==> src/rtl/player_jump.sv <==
// player_jump: a SIZE x SIZE cube that walks left/right and jumps. Motion
//   and state change once per frame_tick. The cube's colour is drawn at the
//   scan position.
// Latency: pos_x/pos_y/airborne come straight from registers and update in
//   the frame_tick clk. color has one clk of latency from pix_x/pix_y/pix_v.
// Backpressure: none. A jump edge seen between ticks is held pending until
//   the next frame_tick consumes it.
// Ports: clk/rst (async active-low), pix_x/pix_y/pix_v scan position,
//   frame_tick, jump/left/right controls, box_color {b,g,r} in;
//   color[2:0] {b,g,r}, pos_x/pos_y top-left, airborne out.
// Option: define PLAYER_DOUBLE_JUMP_EN to allow one extra jump in the air.
module player_jump #(
   parameter int pA      = 10,
   parameter int cA      = 4,
   parameter int SIZE    = 20,
   parameter int H_RES   = 640,
   parameter int X_INIT  = 300,
   parameter int FLOOR_Y = 400,
   parameter int X_SPEED = 2,
   parameter int JUMP_V  = 12,
   parameter int GRAV    = 1,
   parameter int VMAX    = 12
) (
   input  logic                 clk,
   input  logic                 rst,
   input  logic [pA-1:0]        pix_x,
   input  logic [pA-1:0]        pix_y,
   input  logic                 pix_v,
   input  logic                 frame_tick,
   input  logic                 jump,
   input  logic                 left,
   input  logic                 right,
   input  logic [3*cA-1:0]      box_color,
   output logic [2:0][cA-1:0]   color,
   output logic [pA-1:0]        pos_x,
   output logic [pA-1:0]        pos_y,
   output logic                 airborne
);

   // One extra bit keeps signed intermediate results from wrapping.
   localparam int SW = pA + 1;

   localparam logic signed [SW-1:0] C_ZERO  = '0;
   localparam logic signed [SW-1:0] C_XINIT = SW'(X_INIT);
   localparam logic signed [SW-1:0] C_XMAX  = SW'(H_RES - SIZE);
   localparam logic signed [SW-1:0] C_XSPD  = SW'(X_SPEED);
   localparam logic signed [SW-1:0] C_FLOOR = SW'(FLOOR_Y);
   localparam logic signed [SW-1:0] C_JUMPV = SW'(JUMP_V);
   localparam logic signed [SW-1:0] C_GRAV  = SW'(GRAV);
   localparam logic signed [SW-1:0] C_VMAX  = SW'(VMAX);
   localparam logic        [SW-1:0] C_SZM1  = SW'(SIZE - 1);

   typedef enum logic [1:0] {GROUND = 2'd0, RISE = 2'd1, FALL = 2'd2} state_t;

   state_t                 state_q, state_d;
   logic signed [SW-1:0]   x_q, x_d, y_q, y_d, vy_q, vy_d;
   logic                   jump_q, pend_q, pend_d, air_q;
   logic [2:0][cA-1:0]     color_q, color_d;

   logic                   jump_now, dj_go, hit;
   logic signed [SW-1:0]   x_step, y_up, y_dn, vy_dec, vy_inc;
   logic        [SW-1:0]   px, py, xu, yu;

   // An edge arriving in the tick clk itself counts for that tick.
   assign jump_now = pend_q | (jump & ~jump_q);

`ifdef PLAYER_DOUBLE_JUMP_EN
   logic used_q, used_d;
   assign dj_go = jump_now & ~used_q;
`else
   assign dj_go = 1'b0;
`endif

   // Horizontal candidate: opposing inputs cancel, then clamp to the screen.
   always_comb begin
      x_step = x_q;
      if (right && !left)      x_step = x_q + C_XSPD;
      else if (left && !right) x_step = x_q - C_XSPD;
      if (x_step < C_ZERO)      x_step = C_ZERO;
      else if (x_step > C_XMAX) x_step = C_XMAX;
   end

   assign vy_dec = vy_q - C_GRAV;
   assign vy_inc = ((vy_q + C_GRAV) > C_VMAX) ? C_VMAX : (vy_q + C_GRAV);
   assign y_up   = y_q - vy_q;
   assign y_dn   = y_q + vy_inc;

   always_comb begin
      state_d = state_q;
      x_d     = x_q;
      y_d     = y_q;
      vy_d    = vy_q;
      pend_d  = jump_now;
`ifdef PLAYER_DOUBLE_JUMP_EN
      used_d  = used_q;
`endif
      if (frame_tick) begin
         pend_d = 1'b0;   // consumed whether or not it is honoured
         x_d    = x_step;
         case (state_q)
            GROUND: begin
               if (jump_now) begin
                  vy_d    = C_JUMPV;
                  state_d = RISE;
               end
            end
            RISE, FALL: begin
               if (dj_go) begin
                  // Mid-air relaunch: speed restarts, height held this tick.
                  vy_d    = C_JUMPV;
                  state_d = RISE;
`ifdef PLAYER_DOUBLE_JUMP_EN
                  used_d  = 1'b1;
`endif
               end else if (state_q == RISE) begin
                  y_d = (y_up < C_ZERO) ? C_ZERO : y_up;
                  if (vy_dec <= C_ZERO) begin
                     vy_d    = C_ZERO;
                     state_d = FALL;
                  end else begin
                     vy_d = vy_dec;
                  end
               end else begin
                  if (y_dn >= C_FLOOR) begin
                     y_d     = C_FLOOR;
                     vy_d    = C_ZERO;
                     state_d = GROUND;
`ifdef PLAYER_DOUBLE_JUMP_EN
                     used_d  = 1'b0;
`endif
                  end else begin
                     y_d  = y_dn;
                     vy_d = vy_inc;
                  end
               end
            end
            default: state_d = GROUND;
         endcase
      end
   end

   // Position is never negative, so the unsigned view is exact.
   assign px = {1'b0, pix_x};
   assign py = {1'b0, pix_y};
   assign xu = x_q;
   assign yu = y_q;
   assign hit = pix_v && (px >= xu) && (px <= xu + C_SZM1)
                      && (py >= yu) && (py <= yu + C_SZM1);
   assign color_d = hit ? box_color : '0;

   always_ff @(posedge clk or negedge rst) begin
      if (!rst) begin
         state_q <= GROUND;
         x_q     <= C_XINIT;
         y_q     <= C_FLOOR;
         vy_q    <= C_ZERO;
         jump_q  <= 1'b0;
         pend_q  <= 1'b0;
         air_q   <= 1'b0;
         color_q <= '0;
      end else begin
         state_q <= state_d;
         x_q     <= x_d;
         y_q     <= y_d;
         vy_q    <= vy_d;
         jump_q  <= jump;
         pend_q  <= pend_d;
         air_q   <= (state_d != GROUND);
         color_q <= color_d;
      end
   end

`ifdef PLAYER_DOUBLE_JUMP_EN
   always_ff @(posedge clk or negedge rst) begin
      if (!rst) used_q <= 1'b0;
      else      used_q <= used_d;
   end
`endif

   assign pos_x    = x_q[pA-1:0];
   assign pos_y    = y_q[pA-1:0];
   assign airborne = air_q;
   assign color    = color_q;

endmodule

==> config.mk <==
export PLATFORM = sky130hd
export DESIGN_NAME = player_jump
export DESIGN_NICKNAME = d
export VERILOG_FILES = /design/src/rtl/player_jump.sv
export SDC_FILE = /design/constraint.sdc
export NUM_CORES = 1
export LEC_CHECK = 0
export CORE_AREA = 2 2 98 100
export DETAILED_ROUTE_END_ITERATION = 10
export DIE_AREA = 0 0 100 102
export PLACE_DENSITY = 0.91
export SLEW_MARGIN = 15
export SYNTH_ARGS = -nofsm -noshare
export SYNTH_HDL_FRONTEND = slang
export SYNTH_SLANG_ARGS = --single-unit
export TNS_END_PERCENT = 100
==> constraint.sdc <==
create_clock -name clk -period 11.56 [get_ports clk]
set_input_delay 3.468 -clock clk [delete_from_list [all_inputs] [get_ports clk]]
set_output_delay 3.468 -clock clk [all_outputs]
set_load 0.03 [all_outputs]
==> results.json, run 1 <==
{
  "final_setup_violation_count": 0,
  "crit_family": "simple AND/OR/NAND/NOR gates",
  "critical_path.max_stage_delay_ps": 580,
  "layout.nets": 814,
  "final_min_period_over_clock_period_pct": 54.2,
  "p_leak_uw": 0.00254,
  "die_area_um2": 10200,
  "layout-drive-gt1-share_pct": 5.11,
  "placement.io_buffers": 70,
  "synth.net_count": 772,
  "post_synth_instance_area_um2": 5370,
  "crit_chain": "clkdlybuf4s50_1 -> or3b_1 -> or4_1 -> or4_1 -> o22ai_2 -> xnor2_1 -> a311oi_4 -> or2_2 -> o22ai_1",
  "crit_path_start_kind": "input pin",
  "grt_antenna_before_repair": 0,
  "core_region_area_um2": 9110,
  "cts_max_level": 2,
  "drtPass1Iterations": 5,
  "fillers": 725,
  "post_synth_main_area_contributors": "sky130_fd_sc_hd__dfrtp_1 (19%), sky130_fd_sc_hd__ha_1 (16%), sky130_fd_sc_hd__xnor2_1 (6.2%), sky130_fd_sc_hd__o21ai_0 (4.8%), sky130_fd_sc_hd__nand2_1 (3.6%)",
  "max_clock_freq_ghz": 0.160,
  "final_hold_vios": 0,
  "worst_ep_required_time_ps": 11780,
  "dr_total_vias": 5264,
  "clkTransAtPathRegs_ps": 90,
  "post_synth_num_cell_types": 71,
  "synth-edff-count": 0,
  "critical_path_class": "in -> reg",
  "synthDominantAreaCellType": "sky130_fd_sc_hd__dfrtp_1",
  "setup_tns_ps": 0,
  "wirelength_mm": 14.6,
  "route.detailed.drc": 0,
  "power_density_nw_per_um2": 245,
  "estimated_wirelength_of_the_detail_placed_design_mm": 11.3,
  "antenna_cells": 0,
  "skew_pair_late_insertion_delay_ps": 320,
  "cpMostUsedCell": "sky130_fd_sc_hd__or4_1",
  "holdCritPathClass": "reg -> reg",
  "ys_dominant_reg_cell": "sky130_fd_sc_hd__dfrtp_1",
  "ir_worst_vdd_mv": 0.202,
  "maxCapViolCount": 0,
  "tritoncts.num_buffers": 5,
  "cts.sink_count": 48,
  "maximum_number_of_pins_on_one_net_before_global_route_repair": 49,
  "wire_per_inst_um": 17.9,
  "multi_input_comb_area_um2": 3790,
  "layout.core_utilization_pct": 67.3,
  "yosysSeqAreaShare_pct": 22.5,
  "chipHeight_um": 102,
  "horiz_die_dim_um": 100,
  "number_of_core_rows": 35,
  "synthesis.yosys.warnings": 0,
  "cts_root_buffer": "sky130_fd_sc_hd__clkbuf_8",
  "syn_to_final_growth_pct": 14.1,
  "critPathMaxFanout": 7,
  "slew-limit-headroom_pct": 30.6,
  "timing.critical_path.to_type": "flop",
  "status": "completed",
  "number_of_buffers_and_inverters_on_the_critical_path": 1,
  "post_synth.cell_area_avg_um2": 8.12,
  "cts_setup_buffers": 0,
  "synth_cells": 662,
  "vias_in_the_first_global_route": 5203,
  "synth_async_sr_flop_share_pct": 100,
  "ios": 72,
  "via_per_inst": 6.45,
  "ctsResizeCount": 0,
  "ff_latch_area_um2": 1210,
  "cp_slowest_cell": "sky130_fd_sc_hd__clkdlybuf4s50_1",
  "routabilityCongestion": 0.961,
  "cts-hold-fix-buffers": 0,
  "gr-total-overflow": 0,
  "synth-seq-cells": 48,
  "worstMarginPinSlew_ps": 1040,
  "netlist.area_leader.share_pct": 19.1,
  "tritoncts": "yes",
  "grt_pass1_wl_mm": 24.3,
  "grt_use_total_pct": 29.3,
  "postRouteAntennaNets": 0,
  "setup_repair_after_global_routing_missed_its_margin": "false",
  "dr.first_iter.drc_count": 289,
  "maximum_clock_path_buffer_count": 2,
  "arrival_ps": 6480,
  "starting_utilization_of_the_core_area_pct": 59.0,
  "final.min_clock_period_ps": 6270,
  "finalMaxSlewViolations": 0,
  "finClkSkew_ps": 13.9
}
## kinds of logic after synthesis
kind of cell               count (synthesis)  share of synthesized area (%)
and+or+nand+nor                          205                           20.4
AOI/OAI and AO/OA                        198                           24.4
buffers and inverters                     86                           6.94
adders and majority gates                 71                           16.8
DFF                                       48                           22.5
xor gates and xnor gates                  46                           7.50
muxes                                      7                           1.37
other                                      1                         0.0698
## flip-flops by register name, indices dropped and copies added, names as in the netlist
| signal | count |
|---|---|
| airborne | 1 |
| jump_q | 1 |
| color | 12 |
| x_q | 9 |
| pend_q | 1 |
| y_q | 11 |
| state_q | 2 |
| vy_q | 11 |
## layout make-up
class,instances,share of cell area [%]
clock buffers,7,1.41
clock inverters,1,0.143
inverters,49,3.00
multi-input cells,528,61.8
flip-flops and latches,48,19.7
well taps,111,2.27
repair buffers,72,11.6
## synthesized netlist by cell type (all sizes together), types with 7 or more instances
cell    count
nand4      10
a31oi       7
a211oi      7
xnor2      38
nor2b       9
nor4b      14
xor2        8
a21oi      38
inv        49
o21ai      52
dfstp       7
ha         69
nor3       19
buf        13
o22ai      13
nand2      51
or2         7
clkbuf     24
a21o       10
nand3      16
and2        9
nor2       34
o21a       13
dfrtp      41
## routing by layer
metal	wire length, µm	GRT usage, %	up-vias	part of all wire, %
li1	-	-	2508	-
met1	6140	36.7	2477	42
met2	7100	52.0	245	49
met3	1030	4.24	34	7.0
met4	363	10.1	0	2.5
met5	0	0	-	0
## worst paths after layout
path	cells after the start	startpoint	end	slack, ps
min reg2reg	2	pend_q	pend_q	570
min in group asynchronous	1	rst	y_q[6]	3170
max	9	left	x_q[1]	5290
max in group asynchronous	1	rst	vy_q[2]	7970
max reg2reg	16	vy_q[0]	state_q[0]	5530
min	2	pend_q	pend_q	570
## worst reg2reg max path, cell delays in order, from the launching register on
cell,delay (ps)
sky130_fd_sc_hd__dfrtp_1,530
sky130_fd_sc_hd__ha_1,330
sky130_fd_sc_hd__and2_1,230
sky130_fd_sc_hd__or4_1,470
sky130_fd_sc_hd__a211oi_1,220
sky130_fd_sc_hd__a31oi_1,70
sky130_fd_sc_hd__o31ai_1,680
sky130_fd_sc_hd__o21ai_0,370
sky130_fd_sc_hd__ha_1,440
sky130_fd_sc_hd__nor2b_1,180
sky130_fd_sc_hd__o31a_1,310
sky130_fd_sc_hd__or4b_2,620
sky130_fd_sc_hd__nand3_1,120
sky130_fd_sc_hd__o211ai_1,170
sky130_fd_sc_hd__a41o_1,510
sky130_fd_sc_hd__nor2_1,470
sky130_fd_sc_hd__o21ai_0,180
## placed cells by master (no fill, tap or decap), types with 10 or more instances in the layout
cell,n
sky130_fd_sc_hd__nor4b_1,14
sky130_fd_sc_hd__dfrtp_1,41
sky130_fd_sc_hd__o21ai_0,52
sky130_fd_sc_hd__nand3_1,16
sky130_fd_sc_hd__clkdlybuf4s50_1,69
sky130_fd_sc_hd__nor3_1,19
sky130_fd_sc_hd__xnor2_1,38
sky130_fd_sc_hd__ha_1,69
sky130_fd_sc_hd__nand2_1,51
sky130_fd_sc_hd__o21a_1,13
sky130_fd_sc_hd__inv_1,48
sky130_fd_sc_hd__nor2_1,34
sky130_fd_sc_hd__a21oi_1,38
sky130_fd_sc_hd__o22ai_1,12
sky130_fd_sc_hd__nand4_1,10
sky130_fd_sc_hd__a21o_1,10
## where the power goes
part	internal (µW)	total (µW)	switching [µW]
sequential	219	309	89.4
clock	49.2	113	63.3
combinational	440	1080	642
## through the flow
stage | hold slack [ps] | power, µW | area (µm²) | setup slack (ps) | cells
after floorplan | 492 | 1090 | 5370 | 5790 | 662
after global placement | 527 | 1320 | 6030 | 5140 | 808
after detailed placement | 538 | 1360 | 6030 | 5050 | 808
after CTS | 560 | 1480 | 6130 | 5340 | 816
after global routing | 590 | 1620 | 6130 | 5200 | 816
final | 566 | 1500 | 6130 | 5290 | 816
(Power assumes the default switching activity.)
==> inputs of run 2 (changes only) <==
Settings changed: CORE_AREA 2 2 98 100 to 2 2 101 103, DIE_AREA 0 0 100 102 to 0 0 103 105, PLACE_DENSITY 0.91 to 0.86.
Clock period 11.56 ns to 5.8 ns, I/O delays scaled along.
==> run 2 against run 1 <==
Die area grew 6.0%. Largest power group unchanged. Global-route usage shrank 2.0 points. Largest cell class unchanged. Setup slack lost 4900 ps. Critical endpoint is now state_q[1]. Combinational power grew 100%. Via count grew 1.0%. Power grew 99%. Critical path depth grew 7.
==> results.json, run 2 (same netlist as run 1, synthesis figures left out) <==
{
  "timing.final.ws_setup_ps": 443,
  "finClkSkew_ps": 10.3,
  "routedLengthMet1_mm": 5.95,
  "drtPass1Iterations": 6,
  "antenna_cells": 0,
  "maximum_clock_path_buffer_count": 2,
  "finalMaxSlewViolations": 0,
  "tritoncts.num_buffers": 5,
  "cts_root_buffer": "sky130_fd_sc_hd__clkbuf_8",
  "dr_wl_met2_mm": 7.20,
  "multi_input_comb_area_um2": 3800,
  "clkTransAtPathRegs_ps": 100,
  "maximum_number_of_pins_on_one_net_before_global_route_repair": 49,
  "grt_use_total_pct": 27.3,
  "routabilityCongestion": 1.02,
  "ir_worst_vdd_mv": 0.326,
  "report.power.total_uw": 2990,
  "worstMarginPinSlew_ps": 1060,
  "syn_to_final_growth_pct": 14.8,
  "estimated_wirelength_of_the_detail_placed_design_mm": 11.5,
  "power_density_nw_per_um2": 485,
  "cts-hold-fix-buffers": 0,
  "cts_setup_buffers": 0,
  "horiz_die_dim_um": 103,
  "status": "completed",
  "final_setup_violation_count": 0,
  "route.top_layer_used": "met4",
  "arrival_ps": 5550,
  "number_of_core_rows": 36,
  "largest_register_ff_count": 12,
  "core_region_area_um2": 9640,
  "postLayoutCellArea_um2": 6170,
  "tritoncts": "yes",
  "timing.critical_path.to_type": "flop",
  "chipHeight_um": 105,
  "postRouteAntennaNets": 0,
  "slew-limit-headroom_pct": 29.3,
  "ff_latch_area_um2": 1210,
  "critical_path_class": "reg -> reg",
  "starting_utilization_of_the_core_area_pct": 55.7,
  "most_used_cells_in_the_layout_excluding_fill_and_tap_cells": "sky130_fd_sc_hd__ha_1 (69), sky130_fd_sc_hd__clkdlybuf4s50_1 (69), sky130_fd_sc_hd__o21ai_0 (52)",
  "crit_family": "simple AND/OR/NAND/NOR gates",
  "number_of_buffers_and_inverters_on_the_critical_path": 0,
  "setup_tns_ps": 0,
  "via_per_inst": 6.34,
  "layout-drive-gt1-share_pct": 5.38,
  "critical_path.max_stage_delay_ps": 640,
  "skew_pair_late_insertion_delay_ps": 330,
  "ios": 72,
  "cp_slowest_cell": "sky130_fd_sc_hd__or4b_2",
  "maxCapViolCount": 0,
  "layout.core_utilization_pct": 64.0,
  "placement.io_buffers": 70,
  "die_area_um2": 10800,
  "setup_repair_after_global_routing_missed_its_margin": "false",
  "final_hold_vios": 0,
  "gr-total-overflow": 0,
  "wirelength_mm": 14.9,
  "grt_antenna_before_repair": 0,
  "crit_path_start_kind": "flop",
  "p_leak_uw": 0.00254,
  "layout.nets": 815,
  "vias_in_the_first_global_route": 5201,
  "route.detailed.drc": 0,
  "fillers": 849,
  "dr.first_iter.drc_count": 398,
  "max_clock_freq_ghz": 0.187,
  "final_min_period_over_clock_period_pct": 92.4,
  "final.min_clock_period_ps": 5360,
  "holdCritPathClass": "reg -> reg",
  "critPathMaxFanout": 14,
  "grt_pass1_wl_mm": 24.0,
  "detailedPlace.worstSlack_ps": 219,
  "postPlaceCellArea_um2": 6070,
  "crit_chain": "ha_1 -> and2_1 -> or4_1 -> a211oi_1 -> a31oi_1 -> o31ai_4 -> o21ai_0 -> ha_1 -> nor2b_1 -> o31a_1 -> or4b_2 -> nand3_1 -> o211ai_1 -> a41o_1 -> nor2_1 -> o21ai_0",
  "dr_total_vias": 5318,
  "wl_met3_mm": 1.12,
  "cts.sink_count": 48,
  "worst_ep_required_time_ps": 5990,
  "cts_max_level": 2,
  "wire_per_inst_um": 17.8
}
[run 2: changes by cell type in the layout (fill, tap and decap cells not counted), sizes merged]
cell	delta
clkbuf	-1
clkinvlp	+1
buf	+1
[run 2: final timing paths]
path                               from  cells past startpoint    endpoint  slack [ps]
worst min register to register   y_q[7]                      2      y_q[7]         570
worst min-delay path             y_q[7]                      2      y_q[7]         570
worst max-delay path            vy_q[0]                     16  state_q[1]         440
max in group asynchronous           rst                      1      x_q[9]        3950
worst max register to register  vy_q[0]                     16  state_q[1]         440
min in group asynchronous           rst                      1     y_q[10]        1440
[run 2: power breakdown]
group | switching [µW] | leakage (µW) | total [µW] | internal, µW
Clock | 127 | 0.0000412 | 211 | 84.6
Combinational | 1280 | 0.00188 | 2170 | 886
Sequential | 176 | 0.000617 | 613 | 437
[run 2: tightest hold or removal path, stage by stage (launching register included)]
cell	delay (ps)
sky130_fd_sc_hd__dfstp_2	420
sky130_fd_sc_hd__inv_1	90
sky130_fd_sc_hd__a2bb2oi_1	60
[run 2: per-layer routing]
layer | vias to the layer above | GRT usage, %
met4 | 0 | 12.4
met1 | 2505 | 34.2
met2 | 246 | 45.9
met3 | 61 | 3.48
li1 | 2506 | -
met5 | - | 0
[run 2: repair_timing]
action / in CTS / in global routing
resized for setup: 0 / 2
setup endpoints to repair: 0 / 18
endpoints found under the hold margin: 0 / 0
[run 2: stage by stage]
stage          hold slack [ps]  instances
2_1_floorplan              492        662
3_3_place_gp               532        831
3_5_place_dp               556        831
4_1_cts                    570        839
5_1_grt                    606        839
6_report                   566        839
[run 2: final cells by class]
type	count	share of cell area, %
Inverter	49	2.98
Sequential cell	48	19.6
Multi-Input combinational cell	528	61.7
Clock buffer	6	1.18
Clock inverter	2	0.203
Timing Repair Buffer	73	11.7
Tap cell	133	2.70
==> inputs of run 3 (changes only) <==
Settings changed: CORE_AREA 2 2 101 103 to 2 2 119 121, DIE_AREA 0 0 103 105 to 0 0 121 123, PLACE_DENSITY 0.86 to 0.67.
==> run 3 against run 2 <==
Final cell count is 6.0% higher. Maximum frequency grew 1.1%. Clock skew fell by 1.7 ps. Via count is 2.1% lower. Non-clock buffer count grew 3. Critical path depth increased by 3. Sequential power about the same. Power increased by 4.6%. Clock power up 67%. Register-to-register slack improved by 60 ps. Setup slack improved by 58 ps.
==> results.json, run 3 (same netlist as run 1, synthesis figures left out) <==
{
  "starting_utilization_of_the_core_area_pct": 39.5,
  "p_leak_uw": 0.00259,
  "gr-total-overflow": 0,
  "via_per_inst": 5.86,
  "final_hold_vios": 0,
  "arrival_ps": 5520,
  "fillers": 1308,
  "wire_per_inst_um": 17.0,
  "route.detailed.drc": 0,
  "most_used_cells_in_the_layout_excluding_fill_and_tap_cells": "sky130_fd_sc_hd__ha_1 (69), sky130_fd_sc_hd__clkdlybuf4s50_1 (69), sky130_fd_sc_hd__o21ai_0 (52)",
  "postLayoutCellArea_um2": 6320,
  "multi_input_comb_area_um2": 3790,
  "skew_pair_late_insertion_delay_ps": 300,
  "drtPass1Iterations": 5,
  "horiz_die_dim_um": 121,
  "status": "completed",
  "ir_worst_vdd_mv": 0.281,
  "critical_path_class": "reg -> reg",
  "ios": 72,
  "die_area_um2": 14900,
  "cts.sink_count": 48,
  "max_clock_freq_ghz": 0.189,
  "ctsResizeCount": 0,
  "setup_tns_ps": 0,
  "number_of_core_rows": 43,
  "grt_antenna_before_repair": 0,
  "dr_total_vias": 5206,
  "finClkSkew_ps": 8.63,
  "layout-drive-gt1-share_pct": 5.78,
  "clkTransAtPathRegs_ps": 80,
  "postRouteAntennaNets": 0,
  "cts_root_buffer": "sky130_fd_sc_hd__clkbuf_16",
  "cts_setup_buffers": 0,
  "estimated_wirelength_of_the_detail_placed_design_mm": 11.9,
  "report.power.total_uw": 3130,
  "tritoncts.num_buffers": 5,
  "cts_max_level": 2,
  "wirelength_mm": 15.1,
  "maximum_number_of_pins_on_one_net_before_global_route_repair": 49,
  "finalMaxSlewViolations": 0,
  "routabilityCongestion": 0.916,
  "slew-limit-headroom_pct": 31.6,
  "vias_in_the_first_global_route": 4917,
  "chipHeight_um": 123,
  "grt_pass1_wl_mm": 24.4,
  "setup_repair_after_global_routing_missed_its_margin": "false",
  "dr.first_iter.drc_count": 425,
  "tritoncts": "yes",
  "grt_use_total_pct": 20.4,
  "syn_to_final_growth_pct": 17.7,
  "timing.critical_path.to_type": "flop",
  "critPathMaxFanout": 14,
  "final.min_clock_period_ps": 5300,
  "postPlaceCellArea_um2": 6150,
  "ff_latch_area_um2": 1210,
  "cts-hold-fix-buffers": 0,
  "core_region_area_um2": 13600,
  "layout.nets": 818,
  "fin_cells": 889,
  "largest_register_ff_count": 12,
  "maxCapViolCount": 0,
  "worst_hold_slack_ps": 571,
  "placement.io_buffers": 70,
  "worstMarginPinSlew_ps": 1030,
  "holdCritPathClass": "reg -> reg",
  "final_setup_violation_count": 0,
  "maximum_clock_path_buffer_count": 2,
  "power_density_nw_per_um2": 495,
  "placed_cells_incl_taps": 881,
  "antenna_cells": 0,
  "final_min_period_over_clock_period_pct": 91.4,
  "worst_ep_required_time_ps": 6030,
  "crit_path_start_kind": "flop"
}
## run 3: cell count changes in the layout (fill, tap and decap cells not counted), sizes merged
cell | previous run | this run
buf | 4 | 7
clkbuf | 6 | 5
bufinv | 0 | 1
inv | 49 | 50
clkinv | 1 | 0
## run 3: worst max-delay path, cell delays in order, from the launching register on
cell,delay [ps]
sky130_fd_sc_hd__dfrtp_1,490
sky130_fd_sc_hd__ha_1,300
sky130_fd_sc_hd__and2_1,210
sky130_fd_sc_hd__or4_1,480
sky130_fd_sc_hd__a211oi_1,220
sky130_fd_sc_hd__a31oi_1,70
sky130_fd_sc_hd__o31ai_1,260
sky130_fd_sc_hd__buf_4,190
sky130_fd_sc_hd__and2_1,130
sky130_fd_sc_hd__ha_1,180
sky130_fd_sc_hd__inv_1,60
sky130_fd_sc_hd__fa_1,420
sky130_fd_sc_hd__nor2b_1,230
sky130_fd_sc_hd__o31a_1,250
sky130_fd_sc_hd__or4b_2,150
sky130_fd_sc_hd__nand3_1,90
sky130_fd_sc_hd__o211ai_1,280
sky130_fd_sc_hd__a41o_1,610
sky130_fd_sc_hd__nor2_1,210
sky130_fd_sc_hd__o32a_1,400
## run 3: through the flow
step | worst slack [ps] | utilization [%]
floorplan | 962 | -
global placement | 738 | 45.2
detailed placement | 612 | 45.2
CTS | 569 | 46.4
global route | 207 | 46.4
finish | 500 | 46.4
## run 3: cell type report
type                       count  share of cell area (%)
clock inverter                 3                   0.732
sequential                    48                    19.1
tap                          180                    3.56
clock buffer                   5                    1.98
multi-input combinational    528                    60.0
timing repair buffer          76                    11.7
inverter                      49                    2.91
## run 3: per-layer routing
metal / GRT usage [%] / share of wire (%)
met1: 25.9 / 43
met2: 35.7 / 48
met3: 2.81 / 5.8
met4: 6.54 / 2.8
met5: 0 / 0
## run 3: worst paths after layout
kind,start,end,slack [ps],cells past startpoint
hold / removal,y_q[7],y_q[7],570,2
max in group asynchronous,rst,color[0],3810,2
setup / recovery,vy_q[0],y_q[4],500,19
min in group asynchronous,rst,color[10],1540,2
hold reg to reg,y_q[7],y_q[7],570,2
setup reg to reg,vy_q[0],y_q[4],500,19
## run 3: power breakdown
part | switching, µW | leakage, µW | internal (µW) | total (µW)
registers | 175 | 0.000617 | 437 | 613
logic | 1270 | 0.00189 | 891 | 2160
clock network | 146 | 0.0000804 | 206 | 352
